## config.mk

```make
export PLATFORM = sky130hd
export DESIGN_NAME = mem_access_unit
export DESIGN_NICKNAME = d
export VERILOG_FILES = /design/src/rtl/mem_access_unit_pkg.sv /design/src/rtl/mem_access_unit.sv
export SDC_FILE = /design/constraint.sdc
export NUM_CORES = 1
export LEC_CHECK = 0
export CORE_UTILIZATION = 40
export DETAILED_ROUTE_END_ITERATION = 10
export GPL_ROUTABILITY_DRIVEN = 1
export PLACE_DENSITY_LB_ADDON = 0.2
export RECOVER_POWER = 25
export SLEW_MARGIN = 20
export SYNTH_ARGS = -nofsm -noshare
export SYNTH_HDL_FRONTEND = slang
export SYNTH_SLANG_ARGS = --single-unit
```

## constraint.sdc

```tcl
create_clock -name clk -period 2.2 [get_ports clk]
set_input_delay 0.33 -clock clk [delete_from_list [all_inputs] [get_ports clk]]
set_output_delay 0.33 -clock clk [all_outputs]
set_load 0.01 [all_outputs]
```

## src/rtl/mem_access_unit_pkg.sv

```systemverilog
// Shared widths and FSM state encoding for the memory access unit.
// Pure declarations: no logic, no latency, no flow control.
package mem_access_unit_pkg;

  localparam int ADDR_W = 10;
  localparam int DATA_W = 16;

  typedef enum logic [2:0] {
    ST_IDLE      = 3'd0,
    ST_RD        = 3'd1,
    ST_PTR       = 3'd2,
    ST_WR_SETUP  = 3'd3,
    ST_WR_STROBE = 3'd4,
    ST_WR_HOLD   = 3'd5,
    ST_DONE      = 3'd6
  } state_t;

endpackage

```

## src/rtl/mem_access_unit.sv

```systemverilog
// Core-to-memory sequencer: read 2, direct write 4, indirect write 5 cycles to done.
// Accepts one request only while ready (IDLE); requests in other states are dropped.
module mem_access_unit
  import mem_access_unit_pkg::*;
#(
  parameter int ADDR_W = mem_access_unit_pkg::ADDR_W,
  parameter int DATA_W = mem_access_unit_pkg::DATA_W
) (
  input  logic              clk,
  input  logic              rst,
  input  logic              req,
  input  logic              we,
  input  logic              ind,
  input  logic [ADDR_W-1:0] addr,
  input  logic [DATA_W-1:0] wdata,
  output logic              ready,
  output logic              done,
  output logic [DATA_W-1:0] rdata,
  output logic [ADDR_W-1:0] mem_addr,
  output logic              mem_addr_mode,
  output logic              mem_wr,
  output logic [DATA_W-1:0] mem_data_in,
  input  logic [DATA_W-1:0] mem_data_out
);

  state_t            state, next_state;
  logic              accept;
  logic [ADDR_W-1:0] mem_addr_d;
  logic [DATA_W-1:0] mem_data_in_d;
  logic              mem_addr_mode_d;
  logic              mem_wr_d;

  assign accept = (state == ST_IDLE) && req;
  assign ready  = (state == ST_IDLE);
  assign done   = (state == ST_DONE);

  always_comb begin
    next_state = state;
    case (state)
      ST_IDLE:      if (req) next_state = we ? (ind ? ST_PTR : ST_WR_SETUP) : ST_RD;
      ST_RD:        next_state = ST_DONE;
      ST_PTR:       next_state = ST_WR_SETUP;
      ST_WR_SETUP:  next_state = ST_WR_STROBE;
      ST_WR_STROBE: next_state = ST_WR_HOLD;
      ST_WR_HOLD:   next_state = ST_DONE;
      ST_DONE:      next_state = ST_IDLE;
      default:      next_state = ST_IDLE;
    endcase
  end

  // Memory-side signals are registered one state early so they leave flops
  // already valid on entry; mem_addr doubles as the latched address/pointer.
  always_comb begin
    mem_addr_d    = mem_addr;
    mem_data_in_d = mem_data_in;
    if (accept) begin
      mem_addr_d = addr;
      if (we) mem_data_in_d = wdata;
    end else if (state == ST_PTR) begin
      mem_addr_d = mem_data_out[ADDR_W-1:0];
    end
    mem_addr_mode_d = accept && !we && ind;
    mem_wr_d        = (next_state == ST_WR_STROBE);
  end

  always_ff @(posedge clk or posedge rst) begin
    if (rst) begin
      state         <= ST_IDLE;
      mem_addr      <= '0;
      mem_data_in   <= '0;
      mem_addr_mode <= 1'b0;
      mem_wr        <= 1'b0;
      rdata         <= '0;
    end else begin
      state         <= next_state;
      mem_addr      <= mem_addr_d;
      mem_data_in   <= mem_data_in_d;
      mem_addr_mode <= mem_addr_mode_d;
      mem_wr        <= mem_wr_d;
      if (state == ST_RD) rdata <= mem_data_out;
    end
  end

endmodule

```

==> summary.md <==
| Metric | Value |
|---|---|
| Setup TNS | `0 ps` |
| Drt first pass iters | `7` |
| Hold Buf Count CTS | `0` |
| Worst path cell trace | `inv_1 > nor3b_1 > clkdlybuf4s50_1` |
| Detail Route Antenna Nets | `0` |
| Clock tree buffer depth | `2` |
| Total gr overflow | `0` |
| DP Wirelength | `3460 um` |
| WL/cell | `~16 um` |
| RSZ-0062 raised after global routing | `no` |
| CP Data Required Time | `between 1500 and 2000 ps` |
| CP startpoint kind | `register` |
| Post-synth top area share | `between 60 and 70%` |
| Worst flop-to-flop path startpoint | `state[1]$_DFF_PP0_` |
| Die area | `about 0.005 mm^2` |
| Die H | `between 70 and 80 um` |
| Via count | `around 1400` |
| Nets@finish | `roughly 270` |
| Core footprint | `between 0.004 and 0.005 mm^2` |
| CTS Buf Count | `5` |
| Synthesis-to-layout area growth | `54.9%` |
| Sequential share of the synthesized area | `61.6%` |
| Hold EP | `mem_addr[7]$_DFFE_PP0P_` |
| # diodes | `0` |
| Finished Layout Cells | `approximately 270` |
| Cell Count Post-Placement | `roughly 270` |
| Worst hold stages | `1` |
| DRT iter0 DRCs | `49` |
| Most frequent cells after synthesis | `47 x dfrtp_1, 23 x mux2_2, 10 x a21o_1, 10 x a22o_1, 9 x mux2_4` |
| Final slew viol count | `0` |
| Failing checks | `design-rule violations` |
| Setup Viol. Count Final | `0` |
| Syn nets | `172` |
| Starting density of the core | `~43%` |
| Hold Slack | `around 480 ps` |
| Clock skew after layout | `between 4 and 5 ps` |
| CP Class | `reg -> out` |
| Vias in the first global route | `between 1500 and 2000` |
| Fin. Hold Viols | `0` |
| Main synth FF type | `dfrtp_1` |
| Internal reg-to-reg setup slack | `between 500 and 600 ps` |
| CTS resizes | `0` |
| Max IR drop VDD | `0.712 mV` |
| Drt via density | `approximately 5.1` |
| Fin crit period | `roughly 2000 ps` |
| Worst slew margin | `between 40 and 50%` |
| Cell Area, Synth | `between 0.0015 and 0.002 mm^2` |
| Ys Warns | `0` |
| GP Congestion | `0.780` |
| Number of synthesized flops with an enable pin | `0` |
| Initial antenna violation count | `0` |
| Leak | `around 0.0013 uW` |
| R2r endpoint | `mem_data_in[2]$_DFFE_PP0P_` |
| Slowest-stage cell, CP | `clkdlybuf4s50_1` |
| Count leader, synth | `dfrtp_1` |
| Critical Path End Type | `output port` |
| CTS tree | `yes` |
| Final Cycle Share | `a little over 90%` |
| HP Start | `mem_addr[7]$_DFFE_PP0P_` |
| Filler cells | `around 340` |
| DRT Wirelength | `~4500 um` |
| Fmax | `500 MHz` |
| Top post-synthesis cells by area | `dfrtp_1 62%, mux2_2 14%, mux2_4 7.1%` |
| Setup bufs post-CTS | `0` |
| # clock sinks | `47` |
| Io pins | `93` |
| First-pass GRT wire length | `between 7000 and 8000 um` |
| Max incr delay on CP | `~580 ps` |
| H-tree levels | `2` |
| Row Count | `24` |
| Yosys top cell by area | `dfrtp_1` |
| Max-cap violations | `0` |
| PwrDens | `around 1400 mW/mm^2` |
| Die width | `a little over 70 um` |
| Crit Path Max Fanout | `8` |
| Final Cell Area | `~0.0030 mm^2` |
| Worst Tran Pin Value | `832 ps` |
| Min-Delay Path Class | `reg -> reg` |
| Clk_lat worst skew | `~280 ps` |
| DRC | `6` |
| CTS root buf | `clkbuf_8` |
| Mapped Cells | `between 100 and 150` |
| All-Layer GR Usage | `just under 20%` |
| DP Area | `about 0.0029 mm^2` |
| Pre-CTS WS | `between 300 and 400 ps` |
| Yosys cell types | `23` |
| Register bit total from synthesis | `47` |
| Crit path DAT | `around 1700 ps` |
| Reg2reg path depth | `3` |
| Asr flop ratio synth | `100%` |
| Worst-path clk slew | `approximately 80 ps` |
| PortBufs | `slightly above 90` |
| Status | `complete, but fails checks` |
| Mean Syn Cell Area | `~15 um^2` |
| Setup ws final | `approximately 200 ps` |
| Largest net degree at the start of global routing | `26` |
| Layout cell share with drive strength beyond 1 | `~20%` |
[per-stage QoR]
step | total power [uW] | util, %
finish | 4090 | 66.2
detailed placement | 3670 | 64.9
CTS | 4150 | 66.5
global route | 4350 | 66.2
floorplan | 2560 | -
global placement | 3580 | 64.9
[worst max path at each step]
| stage | startpoint | endpoint | slack, ps | depth (start not counted) |
|---|---|---|---|---|
| global route | state[2]$_DFF_PP0_ | done | 80 | 3 |
| finish | state[2]$_DFF_PP0_ | done | 200 | 3 |
| detailed placement | req | mem_data_in[2]$_DFFE_PP0P_ | 350 | 4 |
| global placement | req | mem_data_in[3]$_DFFE_PP0P_ | 380 | 4 |
| CTS | state[1]$_DFF_PP0_ | ready | 180 | 2 |
| floorplan | state[0]$_DFF_PP0_ | mem_data_in[0]$_DFFE_PP0P_ | 640 | 5 |
[where the power goes]
| group | internal, uW | switching [uW] |
|---|---|---|
| clock network | 212 | 240 |
| registers | 1300 | 300 |
| logic | 1310 | 732 |
[metal layers]
metal	routed length [um]	global-route usage (%)	up-vias
met5	0	0	-
met4	28	3.78	0
met3	274	5.84	4
met2	2410	35.7	49
met1	1770	22.7	695
li1	-	-	641
[sequential cells by signal, summed over array words and instances, names as in the netlist]
signal,cells
mem_addr_mode,1
state,3
rdata,16
mem_addr,10
mem_wr,1
mem_data_in,16
[layout make-up]
cell class,count,area [um^2],share of cell area (%)
Clock buffer,6,72.6,2.45
Tap cell,52,65.1,2.20
Sequential cell,47,1180,39.7
Timing Repair Buffer,97,956,32.3
Multi-Input combinational cell,69,683,23.1
Inverter,2,7.51,0.254
[layout by cell type, fill, tap and decap left out, types with 4 or more instances in the layout]
master,instances
clkdlybuf4s50_1,91
dfrtp_1,47
mux2_2,23
a22o_1,10
a21o_1,10
mux2_4,9
clkbuf_8,5
buf_4,4
[worst max-delay path, delay by kind of cell, from the launching register on]
family,cells,cell delay [ps]
flip-flops,1,520
buffers and inverters,2,690
AND/OR/NAND/NOR,1,180
[cells by family (layout without fill, tap and decap cells)]
logic type | Yosys count | after routing | synth area share [%]
AND/OR/NAND/NOR | 12 | 12 | 4.91
multiplexers | 32 | 32 | 20.6
flip-flops | 47 | 47 | 61.6
AO/OA/AOI/OAI | 25 | 25 | 10.2
buffers and inverters | 9 | 105 | 2.69
No activity file was read; power rests on OpenSTA's default activity.
